### config.mk
export PLATFORM = sky130hd
export DESIGN_NAME = bt_stream_framer
export DESIGN_NICKNAME = d
export VERILOG_FILES = /design/src/rtl/bt_stream_pkg.sv /design/src/rtl/bt_frame_byte_sel.sv /design/src/rtl/bt_stream_framer.sv
export SDC_FILE = /design/constraint.sdc
export NUM_CORES = 1
export LEC_CHECK = 0
export CORE_MARGIN = 4
export CORE_UTILIZATION = 50
export DETAILED_ROUTE_END_ITERATION = 8
export MAX_ROUTING_LAYER = met4
export PLACE_DENSITY = 0.76
export RECOVER_POWER = 100
export REMOVE_ABC_BUFFERS = 1
export SLEW_MARGIN = 20
export SYNTH_ARGS = -nofsm -noshare
export SYNTH_HDL_FRONTEND = slang
export SYNTH_SLANG_ARGS = --single-unit
### constraint.sdc
create_clock -name clock -period 5.64 [get_ports clock]
set_input_delay 0.846 -clock clock [delete_from_list [all_inputs] [get_ports clock]]
set_output_delay 0.846 -clock clock [all_outputs]
set_load 0.1 [all_outputs]
### src/rtl/bt_stream_pkg.sv
`default_nettype none
// ============================================================================
// bt_stream_pkg - shared encodings for the bt_stream_framer block
// Rev 1.0
// ============================================================================
package bt_stream_pkg;

  localparam logic [7:0] SYNC_BYTE = 8'hA5;
  localparam logic [7:0] CR        = 8'h0D;
  localparam logic [7:0] LF        = 8'h0A;

  typedef enum logic [3:0] {
    S_IDLE        = 4'd0,
    S_WAIT_SAMPLE = 4'd1,
    S_WAIT_LINK   = 4'd2,
    S_SEND_BYTE   = 4'd3,
    S_WAIT_TX     = 4'd4,
    S_WAIT_RESP   = 4'd5,
    S_DONE        = 4'd6
  } fsm_state_t;

  typedef enum logic [1:0] {
    PH_SYNC    = 2'd0,
    PH_SEQ     = 2'd1,
    PH_PAYLOAD = 2'd2,
    PH_CSUM    = 2'd3
  } phase_t;

  // Index width that stays legal when only one item exists.
  function automatic int idx_width(input int n);
    return (n > 1) ? $clog2(n) : 1;
  endfunction

endpackage
`default_nettype wire

### src/rtl/bt_frame_byte_sel.sv
`default_nettype none
// ============================================================================
// bt_frame_byte_sel - picks the byte to transmit for a given frame position
// Rev 1.0
// ============================================================================
module bt_frame_byte_sel
  import bt_stream_pkg::*;
#(
  parameter int CHANNELS     = 4,
  parameter int SAMPLE_WIDTH = 16,
  localparam int NBYTES      = SAMPLE_WIDTH / 8,
  localparam int CW          = idx_width(CHANNELS),
  localparam int BW          = idx_width(NBYTES)
) (
  input  logic [CHANNELS*SAMPLE_WIDTH-1:0] data,
  input  logic [CW-1:0]                    chan,
  input  logic [BW-1:0]                    byte_idx,
  input  phase_t                           phase,
  input  logic [7:0]                       seq,
  input  logic [7:0]                       csum,
  output logic [7:0]                       tx_byte
);

  logic [7:0] byte_tbl [CHANNELS][NBYTES];

  // Byte 0 of each channel is its most significant byte.
  for (genvar c = 0; c < CHANNELS; c++) begin : g_chan
    for (genvar b = 0; b < NBYTES; b++) begin : g_byte
      assign byte_tbl[c][b] = data[c*SAMPLE_WIDTH + SAMPLE_WIDTH - 8*(b+1) +: 8];
    end
  end

  always_comb begin
    tx_byte = SYNC_BYTE;
    case (phase)
      PH_SYNC:    tx_byte = SYNC_BYTE;
      PH_SEQ:     tx_byte = seq;
      PH_PAYLOAD: tx_byte = byte_tbl[chan][byte_idx];
      PH_CSUM:    tx_byte = csum;
      default:    tx_byte = SYNC_BYTE;
    endcase
  end

endmodule
`default_nettype wire

### src/rtl/bt_stream_framer.sv
`default_nettype none
// ============================================================================
// bt_stream_framer - framed multi-channel sample streamer and HC-05 AT client
// Rev 1.0
// ============================================================================
module bt_stream_framer
  import bt_stream_pkg::*;
#(
  parameter int          CHANNELS     = 4,
  parameter int          SAMPLE_WIDTH = 16,
  parameter int unsigned RESP_TIMEOUT = 20'd1000000
) (
  input  logic                             clock,
  input  logic                             reset,
  input  logic                             start,
  input  logic                             at_mode,
  input  logic                             bt_state,
  input  logic [CHANNELS-1:0]              chan_enable,
  input  logic [CHANNELS*SAMPLE_WIDTH-1:0] sample_data,
  input  logic                             sample_valid,
  output logic                             sample_ready,
  output logic                             tx_start,
  output logic [7:0]                       tx_data,
  input  logic                             tx_done,
  input  logic [7:0]                       rx_data,
  input  logic                             rx_valid,
  output logic                             bt_enable,
  output logic [7:0]                       resp_data,
  output logic                             resp_valid,
  output logic                             at_ok,
  output logic                             at_timeout,
  output logic                             frame_sent,
  output logic [7:0]                       seq_num,
  output logic [3:0]                       state
);

  localparam int NBYTES = SAMPLE_WIDTH / 8;
  localparam int CW     = idx_width(CHANNELS);
  localparam int BW     = idx_width(NBYTES);
  localparam int TW     = $clog2(RESP_TIMEOUT + 1);

  localparam logic [BW-1:0] LAST_BYTE  = BW'(NBYTES - 1);
  localparam logic [TW-1:0] TIMER_LAST = TW'(RESP_TIMEOUT - 1);

  fsm_state_t cur_state, nxt_state;
  phase_t     cur_phase, nxt_phase, adv_phase;
  logic [CW-1:0] cur_chan, nxt_chan, adv_chan;
  logic [BW-1:0] cur_byte, nxt_byte, adv_byte;
  logic          adv_end;

  logic [CHANNELS*SAMPLE_WIDTH-1:0] data_lat, sel_data;
  logic [CHANNELS-1:0]              mask_lat;
  logic                             at_lat;
  logic [7:0]                       csum_acc, sel_byte;
  logic [TW-1:0]                    timer;
  logic                             cr_seen;

  logic          accept, load, frame_done, ok_hit, to_hit;
  logic [CW:0]   first_lat, next_lat, first_new;

  // Lowest enabled channel at or above 'from'; MSB flags that one was found.
  function automatic logic [CW:0] first_en(input logic [CHANNELS-1:0] m, input int from);
    logic [CW:0] r;
    r = '0;
    for (int c = CHANNELS - 1; c >= 0; c--) begin
      if (c >= from && m[c]) r = {1'b1, CW'(c)};
    end
    return r;
  endfunction

  always_comb begin
    first_lat = first_en(mask_lat, 0);
    next_lat  = first_en(mask_lat, int'(cur_chan) + 1);
    first_new = first_en(chan_enable, 0);
  end

  // Position of the byte following the one just completed.
  always_comb begin
    adv_end   = 1'b0;
    adv_phase = cur_phase;
    adv_chan  = cur_chan;
    adv_byte  = '0;
    case (cur_phase)
      PH_SYNC: adv_phase = PH_SEQ;
      PH_SEQ: begin
        if (first_lat[CW]) begin
          adv_phase = PH_PAYLOAD;
          adv_chan  = first_lat[CW-1:0];
        end else begin
          adv_phase = PH_CSUM;
        end
      end
      PH_PAYLOAD: begin
        if (cur_byte != LAST_BYTE) begin
          adv_byte = cur_byte + 1'b1;
        end else if (next_lat[CW]) begin
          adv_chan = next_lat[CW-1:0];
        end else if (at_lat) begin
          adv_end = 1'b1;
        end else begin
          adv_phase = PH_CSUM;
        end
      end
      PH_CSUM: adv_end = 1'b1;
      default: adv_end = 1'b1;
    endcase
  end

  always_comb begin
    nxt_state  = cur_state;
    nxt_phase  = cur_phase;
    nxt_chan   = cur_chan;
    nxt_byte   = cur_byte;
    accept     = 1'b0;
    frame_done = 1'b0;
    ok_hit     = 1'b0;
    to_hit     = 1'b0;
    case (cur_state)
      S_IDLE: if (start) nxt_state = S_WAIT_SAMPLE;
      S_WAIT_SAMPLE: begin
        // A completed handshake is honoured even if start drops in the same cycle.
        if (sample_valid && sample_ready) begin
          accept   = 1'b1;
          nxt_chan = '0;
          nxt_byte = '0;
          if (!at_mode) begin
            nxt_state = S_WAIT_LINK;
            nxt_phase = PH_SYNC;
          end else if (first_new[CW]) begin
            nxt_state = S_SEND_BYTE;
            nxt_phase = PH_PAYLOAD;
            nxt_chan  = first_new[CW-1:0];
          end else begin
            nxt_state = S_WAIT_RESP;
          end
        end else if (!start) begin
          nxt_state = S_IDLE;
        end
      end
      S_WAIT_LINK: if (bt_state) nxt_state = S_SEND_BYTE;
      S_SEND_BYTE: nxt_state = S_WAIT_TX;
      S_WAIT_TX: begin
        if (tx_done) begin
          if (!at_lat && !bt_state) begin
            nxt_state = S_WAIT_LINK;
            nxt_phase = PH_SYNC;
            nxt_chan  = '0;
            nxt_byte  = '0;
          end else if (!adv_end) begin
            nxt_state = S_SEND_BYTE;
            nxt_phase = adv_phase;
            nxt_chan  = adv_chan;
            nxt_byte  = adv_byte;
          end else if (at_lat) begin
            nxt_state = S_WAIT_RESP;
          end else begin
            nxt_state  = S_WAIT_SAMPLE;
            frame_done = 1'b1;
          end
        end
      end
      S_WAIT_RESP: begin
        if (rx_valid && cr_seen && rx_data == LF) begin
          ok_hit    = 1'b1;
          nxt_state = S_DONE;
        end else if (timer == TIMER_LAST) begin
          to_hit    = 1'b1;
          nxt_state = S_DONE;
        end
      end
      S_DONE:  if (!start) nxt_state = S_IDLE;
      default: nxt_state = S_IDLE;
    endcase
  end

  assign load     = (nxt_state == S_SEND_BYTE);
  assign sel_data = accept ? sample_data : data_lat;

  bt_frame_byte_sel #(
    .CHANNELS     (CHANNELS),
    .SAMPLE_WIDTH (SAMPLE_WIDTH)
  ) u_byte_sel (
    .data     (sel_data),
    .chan     (nxt_chan),
    .byte_idx (nxt_byte),
    .phase    (nxt_phase),
    .seq      (seq_num),
    .csum     (csum_acc),
    .tx_byte  (sel_byte)
  );

  always_ff @(posedge clock or posedge reset) begin
    if (reset) begin
      cur_state <= S_IDLE;
      cur_phase <= PH_SYNC;
      cur_chan  <= '0;
      cur_byte  <= '0;
    end else begin
      cur_state <= nxt_state;
      cur_phase <= nxt_phase;
      cur_chan  <= nxt_chan;
      cur_byte  <= nxt_byte;
    end
  end

  always_ff @(posedge clock or posedge reset) begin
    if (reset) begin
      data_lat     <= '0;
      mask_lat     <= '0;
      at_lat       <= 1'b0;
      csum_acc     <= '0;
      timer        <= '0;
      cr_seen      <= 1'b0;
      seq_num      <= '0;
      tx_data      <= '0;
      tx_start     <= 1'b0;
      sample_ready <= 1'b0;
      bt_enable    <= 1'b0;
      frame_sent   <= 1'b0;
      at_ok        <= 1'b0;
      at_timeout   <= 1'b0;
      resp_valid   <= 1'b0;
      resp_data    <= '0;
    end else begin
      if (accept) begin
        data_lat <= sample_data;
        mask_lat <= chan_enable;
        at_lat   <= at_mode;
      end
      // Checksum covers the sequence byte and payload, restarting at each sync byte.
      if (load) begin
        tx_data <= sel_byte;
        if (nxt_phase == PH_SYNC)      csum_acc <= '0;
        else if (nxt_phase != PH_CSUM) csum_acc <= csum_acc ^ sel_byte;
      end
      if (frame_done) seq_num <= seq_num + 8'd1;

      if (cur_state != S_WAIT_RESP) begin
        timer   <= '0;
        cr_seen <= 1'b0;
      end else begin
        timer <= timer + 1'b1;
        if (rx_valid) cr_seen <= (rx_data == CR);
      end

      resp_valid <= (cur_state == S_WAIT_RESP) && rx_valid;
      if ((cur_state == S_WAIT_RESP) && rx_valid) resp_data <= rx_data;

      tx_start     <= load;
      sample_ready <= (nxt_state == S_WAIT_SAMPLE);
      bt_enable    <= (nxt_state != S_IDLE) && (nxt_state != S_DONE);
      frame_sent   <= frame_done;
      at_ok        <= ok_hit;
      at_timeout   <= to_hit;
    end
  end

  assign state = cur_state;

endmodule
`default_nettype wire

==> impl_metrics.json <==
{
  "holdPathEnd": "data_lat[29]",
  "cp-start-kind": "input pin",
  "core_um2": 13880,
  "worstHoldPathCells": 1,
  "postSynthAreaPerCell_um2": 11.16,
  "maxCapViolCount": 2,
  "cp-end-kind": "flop",
  "leakagePower_nw": 3.858,
  "root_buffer": "clkbuf_16",
  "p_sw_w": 0.001170,
  "worstMarginPinSlew_ps": 1987,
  "die_width_um": 126.9,
  "crit_type": "in2reg",
  "firstDrtPassIters": 5,
  "start_util_pct": 50.90,
  "critical_path_arrival_ps": 4820,
  "report.final.slew_viol_count": 66,
  "ant_nets": 0,
  "rr_endpoint": "csum_acc[0]",
  "cts-resized-gates": 0,
  "die_y_um": 126.9,
  "required_ps": 5930,
  "reg2reg_depth": 8,
  "multiInputGateArea_um2": 3301,
  "grt_pass1_vias": 5508,
  "violations": "capacitance limit, slew limit",
  "rsz0062_at_grt": "no",
  "wl_um": 17430,
  "crit_fanout": 48,
  "viasPerCell": 5.688,
  "grt_max_degree": 103,
  "synthCells": 633,
  "synth_ff_type": "dfrtp_1",
  "postCtsSetupBuffers": 0,
  "period_share_pct": 80.33,
  "seq_area_um2": 3453,
  "dpl_cell_area_um2": 8298,
  "grt_pass1_wl_um": 28660,
  "antennaDiodeCount": 0,
  "io_pins": 119,
  "fin_tns_setup_ps": 0,
  "yosys.area.top_type": "dfrtp_1",
  "setup_viol": 0,
  "power_switching_share_pct": 33.64,
  "ys_top_cells_by_area": "dfrtp_1 (49%), mux2_2 (12%), mux2i_1 (4.5%), nand2_1 (2.7%), a21oi_1 (2.6%)",
  "clk-insertion-delay-late_ps": 420,
  "synth_edf_count": 0,
  "gr-total-overflow": 0,
  "clockBufferDepth": 2,
  "syn_to_final_growth_pct": 25.18,
  "cts_max_level": 4,
  "skew_ps": 6.539,
  "fmax_mhz": 220.7,
  "internal_power_w": 0.002307,
  "slew_headroom_pct": -32.45,
  "yosysMostFrequentCell": "dfrtp_1",
  "final_hold_viol_count": 0,
  "cts_sinks": 138,
  "yosysSeqAreaShare_pct": 48.88,
  "ctsHoldBuffers": 0,
  "clk_pin_slew_worst_paths_ps": 60,
  "min_period_ps": 4531,
  "hold_path_class": "reg2reg",
  "wl_per_cell_um": 18.63,
  "final_net_count": 834,
  "die-area_um2": 16100,
  "synth_top_area_share_pct": 48.88,
  "antenna_found_initial": 0,
  "vdd_ir_drop_max_mv": 0.2109,
  "num_vias": 5324,
  "p_per_area_nw_per_um2": 393.1,
  "combPwrFrac_pct": 29.3,
  "synth_common_cells": "dfrtp_1 (138), mux2_2 (76), nand2_1 (51)",
  "status": "finished with violations",
  "fillers": 1100,
  "portBuffers": 118,
  "synth_area_um2": 7066,
  "ys_types": 74,
  "dpl.hpwl_um": 12060,
  "synthArstFlopShare_pct": 100.0,
  "num_rows": 43,
  "hp-start": "data_lat[29]",
  "yosysWarningCount": 0,
  "r2r_start": "state[1]",
  "cts_made_buffers": 17,
  "gr-usage-all-layers_pct": 22.93,
  "ys_ff_latch": 138,
  "globalplace.congestion": 0.9173,
  "rrSetupSlack_ps": 1340,
  "fin_area_um2": 8845,
  "cts_tree": "built",
  "first_iter_violations": 402,
  "drive_gt1_share_pct": 8.995,
  "pwr-share-clk_pct": 32.0,
  "drc_errors": 0,
  "power_frac_seq_pct": 38.7
}
## power by group through the flow
stage	registers, W	clock network (W)	logic [W]
5_1_grt	0.00137	0.00117	0.00110
2_1_floorplan	0.00153	0	0.000580
3_3_place_gp	0.00135	0	0.00104
3_5_place_dp	0.00137	0	0.00107
6_report	0.00134	0.00111	0.00102
4_1_cts	0.00135	0.00113	0.00108
## area by class of cell
cell class                      instances  area share (%)
Clock buffer                           22           5.475
Clock inverter                         10           1.316
Inverter                               19          0.8629
Multi-Input combinational cell        447           37.32
Sequential cell                       138           39.04
Tap cell                              180           2.546
Timing Repair Buffer                  120           13.44
## stage by stage
step	std cells	worst slack, ps	hold slack, ps	power [W]	util (%)
3_5_place_dp	904	1456	480.9	0.002433	59.78
6_report	936	1109	481.8	0.003477	63.72
5_1_grt	936	810.4	507.3	0.003652	63.72
3_3_place_gp	904	1562	465.4	0.002396	59.78
4_1_cts	936	1865	494.2	0.003558	64.11
2_1_floorplan	604	1098	447.4	0.002114	-
## layer usage
| layer | global-route usage (%) | share of wire, % | vias up |
|---|---|---|---|
| met5 | - | 0 | - |
| met4 | 8.517 | 2.3 | 0 |
| met3 | 4.463 | 4.9 | 33 |
| met2 | 35.77 | 48 | 142 |
| met1 | 29.93 | 45 | 2644 |
| li1 | - | - | 2505 |
## cells by family (layout without fill, tap and decap cells)
group / Yosys count / count (layout) / share of synthesized area, %
simple gates: 181 / 181 / 14.06
fa+ha+maj: 7 / 7 / 1.240
flops: 138 / 138 / 48.88
xor+xnor: 23 / 23 / 2.851
mux: 108 / 108 / 16.65
buf+inv: 48 / 171 / 3.754
compound gates: 127 / 127 / 12.52
other cells: 1 / 1 / 0.05307
## cells in the final DEF, fill, tap and decap left out, drive strengths merged, types with 7 or more instances in the layout
master         count
nor3               7
clkbuf            24
and3              12
xor2              11
a222oi             7
xnor2             12
nand2             53
mux2              76
or3                7
inv               19
a31oi             17
nor2              39
a21oi             36
nand3             11
mux2i             32
clkdlybuf4s50     79
dlygate4sd3       39
dfrtp            138
a21o               9
ha                 7
o21ai             24
## critical path, cell delays in order
cell           delay [ps]
dlygate4sd3_1         550
and2_0                270
and2_4                620
clkbuf_1             1170
mux2_1                440
mux2i_1               170
a21oi_1               130
and4b_1               260
or3_1                 330
## sequential cells by signal, summed over array words and instances (netlist names), 2 cells and up
signal	cells
mask_lat	4
state	4
cur_chan	2
data_lat	64
csum_acc	8
cur_phase	2
timer	20
tx_data	8
seq_num	8
resp_data	8
## how the worst max path moves through the flow
| stage | from | endpoint | slack, ps | depth (start not counted) |
|---|---|---|---|---|
| floorplan | reset | at_lat | 1100 | 1 |
| global placement | tx_done | csum_acc[5] | 1560 | 10 |
| detailed placement | sample_valid | csum_acc[7] | 1460 | 10 |
| CTS | state[2] | csum_acc[6] | 1870 | 10 |
| global route | sample_valid | csum_acc[5] | 810 | 9 |
| finish | sample_valid | csum_acc[0] | 1110 | 9 |
Power figures use the tool's default switching activity.
